File: src/rtl/uart_rx_ctrl.sv
`timescale 1ns/1ps
// -----------------------------------------------------------------------------
// uart_rx_ctrl
//
// Sequencing controller for the UART receiver in the uart_transport datapath.
//   * Baud generator: programmable divider producing the receiver's oversample
//     clock enable (rx_clken period = div+1 clk cycles while en=1).
//   * Handshake FSM: captures rx_data on rx_rdy and returns a one-cycle
//     rx_rdy_clr pulse; each byte occupies the FSM for 3 cycles.
//   * FIFO: DEPTH-entry first-word-fall-through buffer with a valid/ready
//     output stream (m_data/m_valid/m_ready) and occupancy (level).
//   * Overrun: sticky overrun flag and saturating dropped-byte counter,
//     cleared by ovr_clr.
//   * Optional end-of-frame detection on line idle, built only when the macro
//     UART_RX_CTRL_IDLE_EN is defined; otherwise frame_end is tied low.
//
// Parameters
//   DEPTH       FIFO entries, power of two, >= 2
//   IDLE_TICKS  rx_clken ticks of silence after the last byte before frame_end
//
// Ports
//   clk         clock, all logic on posedge
//   rstn        asynchronous active-low reset
//   en          baud generator enable
//   div[15:0]   divider
//   rx_clken    oversample enable to the receiver (registered)
//   rx_rdy      receiver byte-ready
//   rx_data     receiver byte
//   rx_rdy_clr  one-cycle clear pulse to the receiver (registered)
//   m_data      head-of-FIFO byte
//   m_valid     FIFO not empty
//   m_ready     consumer accepts m_data
//   level       FIFO occupancy
//   overrun     sticky dropped-byte flag
//   ovr_cnt     dropped-byte count, saturating at 255
//   ovr_clr     clears overrun and ovr_cnt
//   frame_end   one-cycle pulse after line idle (UART_RX_CTRL_IDLE_EN only)
// -----------------------------------------------------------------------------
module uart_rx_ctrl #(
    parameter int unsigned DEPTH      = 4,
    parameter int unsigned IDLE_TICKS = 320
) (
    input  logic                     clk,
    input  logic                     rstn,
    input  logic                     en,
    input  logic [15:0]              div,
    output logic                     rx_clken,
    input  logic                     rx_rdy,
    input  logic [7:0]               rx_data,
    output logic                     rx_rdy_clr,
    output logic [7:0]               m_data,
    output logic                     m_valid,
    input  logic                     m_ready,
    output logic [$clog2(DEPTH):0]   level,
    output logic                     overrun,
    output logic [7:0]               ovr_cnt,
    input  logic                     ovr_clr,
    output logic                     frame_end
);

    localparam int unsigned AW = $clog2(DEPTH);
    localparam int unsigned LW = AW + 1;

    if ((DEPTH < 2) || ((DEPTH & (DEPTH - 1)) != 0)) begin : g_depth_chk
        $error("uart_rx_ctrl: DEPTH must be a power of two and at least 2");
    end
    if (IDLE_TICKS < 1) begin : g_idle_chk
        $error("uart_rx_ctrl: IDLE_TICKS must be at least 1");
    end

    // -------------------------------------------------------------------------
    // Baud generator
    // -------------------------------------------------------------------------
    logic [15:0] r_div_cnt;
    logic        r_clken;

    // Compare is against the live div value; if the count is already past a
    // newly lowered div it simply runs on to 0xFFFF and wraps without a pulse.
    always_ff @(posedge clk or negedge rstn) begin
        if (!rstn) begin
            r_div_cnt <= '0;
            r_clken   <= 1'b0;
        end else if (!en) begin
            r_div_cnt <= '0;
            r_clken   <= 1'b0;
        end else if (r_div_cnt == div) begin
            r_div_cnt <= '0;
            r_clken   <= 1'b1;
        end else begin
            r_div_cnt <= r_div_cnt + 16'd1;
            r_clken   <= 1'b0;
        end
    end

    assign rx_clken = r_clken;

    // -------------------------------------------------------------------------
    // Receiver handshake FSM
    // -------------------------------------------------------------------------
    typedef enum logic [1:0] {
        H_IDLE,
        H_CLR,
        H_HOLD
    } hs_state_t;

    hs_state_t r_hs_state;
    logic      r_rdy_clr;
    logic      w_cap;

    // A byte is captured only from H_IDLE; the following two states cover the
    // cycles in which the receiver is still dropping rdy.
    assign w_cap = (r_hs_state == H_IDLE) && rx_rdy;

    always_ff @(posedge clk or negedge rstn) begin
        if (!rstn) begin
            r_hs_state <= H_IDLE;
            r_rdy_clr  <= 1'b0;
        end else begin
            unique case (r_hs_state)
                H_IDLE: begin
                    if (rx_rdy) begin
                        r_rdy_clr  <= 1'b1;
                        r_hs_state <= H_CLR;
                    end else begin
                        r_rdy_clr  <= 1'b0;
                    end
                end
                H_CLR: begin
                    r_rdy_clr  <= 1'b0;
                    r_hs_state <= H_HOLD;
                end
                H_HOLD: begin
                    r_rdy_clr  <= 1'b0;
                    r_hs_state <= H_IDLE;
                end
                default: begin
                    r_rdy_clr  <= 1'b0;
                    r_hs_state <= H_IDLE;
                end
            endcase
        end
    end

    assign rx_rdy_clr = r_rdy_clr;

    // -------------------------------------------------------------------------
    // Output FIFO (first-word fall-through)
    // -------------------------------------------------------------------------
    logic [7:0]    r_mem [DEPTH];
    logic [AW-1:0] r_wr_ptr;
    logic [AW-1:0] r_rd_ptr;
    logic [LW-1:0] r_level;
    logic          w_pop;
    logic          w_push;
    logic          w_drop;

    assign w_pop  = (r_level != '0) && m_ready;
    // A pop in the same cycle frees a slot, so a full FIFO can still accept.
    assign w_push = w_cap && ((r_level != LW'(DEPTH)) || w_pop);
    assign w_drop = w_cap && !w_push;

    always_ff @(posedge clk or negedge rstn) begin
        if (!rstn) begin
            for (int unsigned i = 0; i < DEPTH; i++) begin
                r_mem[i] <= '0;
            end
            r_wr_ptr <= '0;
            r_rd_ptr <= '0;
            r_level  <= '0;
        end else begin
            if (w_push) begin
                r_mem[r_wr_ptr] <= rx_data;
                r_wr_ptr        <= r_wr_ptr + AW'(1);
            end
            if (w_pop) begin
                r_rd_ptr <= r_rd_ptr + AW'(1);
            end
            unique case ({w_push, w_pop})
                2'b10:   r_level <= r_level + LW'(1);
                2'b01:   r_level <= r_level - LW'(1);
                default: r_level <= r_level;
            endcase
        end
    end

    assign m_data  = r_mem[r_rd_ptr];
    assign m_valid = (r_level != '0);
    assign level   = r_level;

    // -------------------------------------------------------------------------
    // Overrun tracking
    // -------------------------------------------------------------------------
    logic       r_overrun;
    logic [7:0] r_ovr_cnt;

    // A clear coinciding with a drop leaves that drop recorded.
    always_ff @(posedge clk or negedge rstn) begin
        if (!rstn) begin
            r_overrun <= 1'b0;
            r_ovr_cnt <= '0;
        end else if (ovr_clr) begin
            r_overrun <= w_drop;
            r_ovr_cnt <= w_drop ? 8'd1 : 8'd0;
        end else if (w_drop) begin
            r_overrun <= 1'b1;
            if (r_ovr_cnt != '1) begin
                r_ovr_cnt <= r_ovr_cnt + 8'd1;
            end
        end
    end

    assign overrun = r_overrun;
    assign ovr_cnt = r_ovr_cnt;

    // -------------------------------------------------------------------------
    // End-of-frame on line idle
    // -------------------------------------------------------------------------
`ifdef UART_RX_CTRL_IDLE_EN
    localparam int unsigned IW = $clog2(IDLE_TICKS + 1);

    logic [IW-1:0] r_idle_cnt;
    logic          r_armed;
    logic          r_frame_end;

    // Every captured byte (accepted or dropped) restarts the silence window.
    // The counter parks at IDLE_TICKS; armed ensures one pulse per burst.
    always_ff @(posedge clk or negedge rstn) begin
        if (!rstn) begin
            r_idle_cnt  <= '0;
            r_armed     <= 1'b0;
            r_frame_end <= 1'b0;
        end else begin
            r_frame_end <= 1'b0;
            if (w_cap) begin
                r_idle_cnt <= '0;
                r_armed    <= 1'b1;
            end else if (r_clken && (r_idle_cnt != IW'(IDLE_TICKS))) begin
                r_idle_cnt <= r_idle_cnt + IW'(1);
                if (r_armed && (r_idle_cnt == IW'(IDLE_TICKS - 1))) begin
                    r_frame_end <= 1'b1;
                    r_armed     <= 1'b0;
                end
            end
        end
    end

    assign frame_end = r_frame_end;
`else
    assign frame_end = 1'b0;
`endif

endmodule

File: config.mk
export PLATFORM = sky130hd
export DESIGN_NAME = uart_rx_ctrl
export DESIGN_NICKNAME = d
export VERILOG_FILES = /design/src/rtl/uart_rx_ctrl.sv
export SDC_FILE = /design/constraint.sdc
export NUM_CORES = 1
export LEC_CHECK = 0
export CORE_ASPECT_RATIO = 0.7
export CORE_MARGIN = 10
export CORE_UTILIZATION = 55
export CTS_CLUSTER_DIAMETER = 80
export CTS_CLUSTER_SIZE = 40
export DETAILED_ROUTE_END_ITERATION = 8
export DONT_BUFFER_PORTS = 1
export PLACE_DENSITY = 0.67
export SLEW_MARGIN = 20
export SYNTH_ARGS = -nofsm -noshare
export SYNTH_HDL_FRONTEND = slang
export SYNTH_SLANG_ARGS = --single-unit
File: constraint.sdc
create_clock -name clk -period 3 [get_ports clk]
set_input_delay 0.45 -clock clk [delete_from_list [all_inputs] [get_ports clk]]
set_output_delay 0.45 -clock clk [all_outputs]
set_load 0.005 [all_outputs]
==> After elaboration in Yosys (flattened, before gate mapping) <==
Cells that the tools add are included.
{ "op_classes": {"n_addsub": 6, "order_cmp": 3, "eq_ne": 7, "mux": 21, "bitwise_logic": 2, "reduce_logical": 13} }
{ "ops": {"columns": ["cell", "n"], "rows": [
  ["$mux 8", 6],
  ["$bwmux 32", 1],
  ["$mux 16", 2],
  ["$add 16x1->16 const B", 1],
  ["$bmux 8 s2", 1],
  ["$demux 8 s2", 1],
  ["$eq 16x16->1", 1],
  ["$add 8x1->8 const B", 1],
  ["$ne 8x8->1 const B", 1],
  ["$mux 1", 7],
  ["$ge 3x3->1 const B", 2],
  ["$not 2->3", 2],
  ["$pmux 3 s2", 1],
  ["$reduce_bool 2->1", 3],
  ["$logic_and 1x1->1", 5],
  ["$add 2x1->2 const B", 2],
  ["$eq 2x1->1 const B", 2],
  ["$pmux 2 s2", 1],
  ["$add 3x1->3 const B", 1],
  ["$lt 3x1->1 const B", 1],
  ["$ne 3x3->1 const B", 1],
  ["$reduce_bool 3->1", 1],
  ["$sub 3x1->3 const B", 1],
  ["$eq 2x2->1 const B", 1],
  ["other kinds (6)", 6]
]} }
{ "word_totals": {"ff_bits": 68, "input_bits": 30} }

==> Longest topological paths before layout <==
{ "logic_depth": {"depth_word": 8, "mapped_depth": 8, "depth_no_buf": 8} }

==> Worst setup path before layout <==
Ideal clock, no wire load.
{ "synth_path": {"path_type": "input port to flip-flop", "start": "in rx_rdy", "end": "reg r_level[2], in the netlist level[2]", "t_arrival_ns": 1.781, "required_ns": 2.874, "slack_ns": 1.093, "stages": 8, "n_path_buf": 0, "cell_sequence": "or3b_4 inv_2 nor2_1 inv_1 fa_1 nor4_1 a21oi_1 xnor2_1"} }
{ "synth_via": {"elab_chain_cells": 4, "elab_cells_between_ends": 6, "cone_classes": "eq/ne: 2; mux: 1; reduce/logical: 3"} }
{ "synth_rtl": {"columns": ["item", "line_no", "rtl"], "rows": [
  ["start: declaration", "48", "input logic rx_rdy,"],
  ["$logic_and 1x1->1 (*)", "112", "assign w_cap = (r_hs_state == H_IDLE) && rx_rdy;"],
  ["net w_cap", "108", "logic w_cap;"],
  ["$logic_and 1x1->1 (*)", "159", "assign w_push = w_cap && ((r_level != LW'(DEPTH)) || w_pop);"],
  ["$eq 2x1->1 or $eq 2x2->1 (tied branches)", "178", "unique case ({w_push, w_pop})"],
  ["$pmux 3 s2 or $reduce_bool 2->1 (tied branches)", null, null],
  ["end signal: assignment", "179", "2'b10: r_level <= r_level + LW'(1);"],
  ["end signal: assignment", "180", "2'b01: r_level <= r_level - LW'(1);"],
  ["end signal: assignment", "181", "default: r_level <= r_level;"],
  ["end: declaration", "152", "logic [LW-1:0] r_level;"]
]} }
The timed path passes the listed nets; every way through them passes the cells marked *.
A chain may end at the register's enable or synchronous reset.

==> Worst setup path in the final report <==
{ "layout_path": {"start": "reg r_rd_ptr[0]", "end": "out m_data[5]"} }
{ "layout_via": {"elab_chain_cells": 4} }
{ "layout_rtl": {"columns": ["item", "line_no", "rtl"], "rows": [
  ["start: declaration", "151", "logic [AW-1:0] r_rd_ptr;"],
  ["start signal: assignment", "176", "r_rd_ptr <= r_rd_ptr + AW'(1);"],
  ["$not 2->3 (not written as such)", "186", "assign m_data = r_mem[r_rd_ptr];"],
  ["$bmux 8 s2", "186", null],
  ["$mux 8 (not written as such) (2 in series)", "186", null],
  ["end: declaration", "51", "output logic [7:0] m_data,"]
]} }
No other way between the ends. The select of a mux whose other input is x is not followed.

==> metrics.txt <==
WHS Path Cells=1; vias in the first global route=2066; Hold Crit Class=input pin to flop; peak supply drop=0.514 mV; Slew Viols, Final=0; Final Hold Violating Endpoints=0; Hold Slack=0.171 ns; cts bufs inserted=9; # setup viols final=0; crit-path cells=mux4_2; RSZ-0062 raised after global routing=false; top_reg_cell synth=dfrtp_1; vias=2036; clk sinks=68; Seq/Total Area, Yosys=51.1%; Syn Nets=310; worst-path fanout max=10; FFs w/ async S/R, synth=100%; slowest stage delay, CP=0.75 ns; worst reg-to-reg setup slack=0.94 ns; drt total wl=6430 µm; YS warnings=0; Worst Hold Launch=ovr_clr; Netlist cell types=41; Data arrival, critical path=1.71 ns; Reg clk slew, reported paths=0.07 ns; Root Buffer=clkbuf_8; Clock Path Buffers=2; worst-skew pair later-pin latency=0.33 ns; wire per inst=18.0 µm; Setup WS post-layout=0.844 ns; endpoint class of the critical path=primary output; Pwr Total=2.96 mW; Setup WS pre-CTS=0.933 ns; critical path's top delay family=flip-flops; Site Rows=23; IO Count=54; die area=0.00962 mm²; Slew headroom=57.7%; gr usage total=14.0%; Worst Path Buf+Inv=0; router iterations before antenna repair=4; die height=85.1 µm; pwr dens=815 mW/mm²; Synth area leader=dfrtp_1; CP max stage cell=dfrtp_1; port bufs=0; core area=0.00578 mm²; hold path endpoint=ovr_cnt[4]$_DFFE_PN0P_; Synth Cell Area=0.00333 mm²; Yosys reg bits=68; gpl congestion=0.786; CP Launch Type=flop; slew at the pin closest to its max-slew limit=0.634 ns; Nets=315; # DRC=0; most numerous cell in the Yosys netlist=dfrtp_1; Mean Syn Cell Area=12.2 µm²; pin count of the biggest net entering global routing=69; CTS tree=built; Via density=5.69; DP Wirelength=4600 µm; worst reg2reg path endpoint=r_mem[9]$_DFFE_PN0P_; H-tree depth=3; Synth Instances=273; post-route setup TNS=0 ns; worst-case reg-to-reg path depth=4; layout cell share with drive strength beyond 1=23.3%; max-cap viol count=0; Commonest cells post-synth=dfrtp_1 (68), mux2_2 (32), xnor2_1 (28); # diodes=0; Peak Freq=464 MHz; final period utilization=71.9%; postcts setup bufs=0; first-pass GRT wire length=10900 µm; worst reg2reg path startpoint=level[0]$_DFFE_PN0P_; Levels on crit path=1; status=finished, final reports clean; Critical Path RT=2.55 ns; largest cells by area after synthesis=dfrtp_1 (51%), mux2_2 (11%), xnor2_1 (7.4%); Initial Util=57.6%; PostCTS Resize Cnt=0; fin util=62.7%; Crit Path Class=flop to primary output; area grow syn2layout=8.87%; total grt overflow=0; final clock skew=0.00579 ns; post-route ant nets=0; Tmin final=2.16 ns; Synth top area share=51.1%; Leak=1.49 nW; Die Wd=113 µm; number of synthesized flops with an enable pin=0; Starting DRT DRC Count=75; hold-fix buffers at CTS=2; initial antenna violation count=0
==> how the worst max path moves through the flow <==
stage                                 start              endpoint
floorplan                            rx_rdy  level[2]$_DFFE_PN0P_
global placement       level[0]$_DFFE_PN0P_  r_mem[8]$_DFFE_PN0P_
detailed placement     level[1]$_DFFE_PN0P_  r_mem[9]$_DFFE_PN0P_
CTS                 r_rd_ptr[0]$_DFFE_PN0P_             m_data[5]
global route        r_rd_ptr[0]$_DFFE_PN0P_             m_data[5]
finish              r_rd_ptr[0]$_DFFE_PN0P_             m_data[5]
==> flip-flops by register name (all words and copies together) (netlist names) <==
name	cells
level	3
overrun	1
ovr_cnt	8
r_div_cnt	16
r_hs_state	2
r_mem	32
r_rd_ptr	2
r_wr_ptr	2
rx_clken	1
rx_rdy_clr	1
==> placed cells by master, fill, tap and decap left out, types with 3 or more instances in the layout <==
cell type and n:
a21oi_1 9, and3_1 3, clkbuf_8 11, dfrtp_1 68
ha_1 6, inv_1 10, mux2_2 32, mux4_2 8
nand2_1 14, nand3_1 11, nand4_1 9, nor2_1 21
nor3_1 3, nor4_1 3, o21ai_0 5, o31ai_1 4
or4_1 3, xnor2_1 28, xor2_1 6
==> cell type report <==
class                      count  area, µm²
timing repair buffer           3       45.0
clock buffer                  12        155
inverter                      11       41.3
fill                         475       2160
multi-input combinational    185       1540
clock inverter                 4       47.5
sequential                    68       1700
tap                           75       93.8
==> stage by stage <==
step,cells,area [µm²]
5_1_grt,358,3630
3_3_place_gp,340,3390
3_5_place_dp,340,3390
2_1_floorplan,273,3330
6_report,358,3630
4_1_cts,358,3630
==> routing by layer <==
layer	GRT usage [%]	share of wire, %	routed length, µm	vias up
met4	4.83	0.72	46	0
met1	17.9	48	3100	1002
met2	20.9	44	2830	46
met3	5.84	7.1	456	6
li1	-	-	-	982
met5	0	0	0	-
==> report_power, final <==
group,total (mW),switching [mW],internal [mW]
combinational,0.756,0.282,0.474
clock,0.750,0.324,0.427
sequential,1.45,0.252,1.20
total,2.96,0.858,2.10
==> cell families after synthesis <==
logic type / after synthesis / synth area share, %
compound gates: 24 / 5.18
xor+xnor: 34 / 8.94
fa+ha+maj: 7 / 2.85
buf+inv: 20 / 2.63
flops: 68 / 51.1
mux: 42 / 16.8
other cells: 1 / 0.113
simple gates: 77 / 12.4
Power figures use the tool's default switching activity.
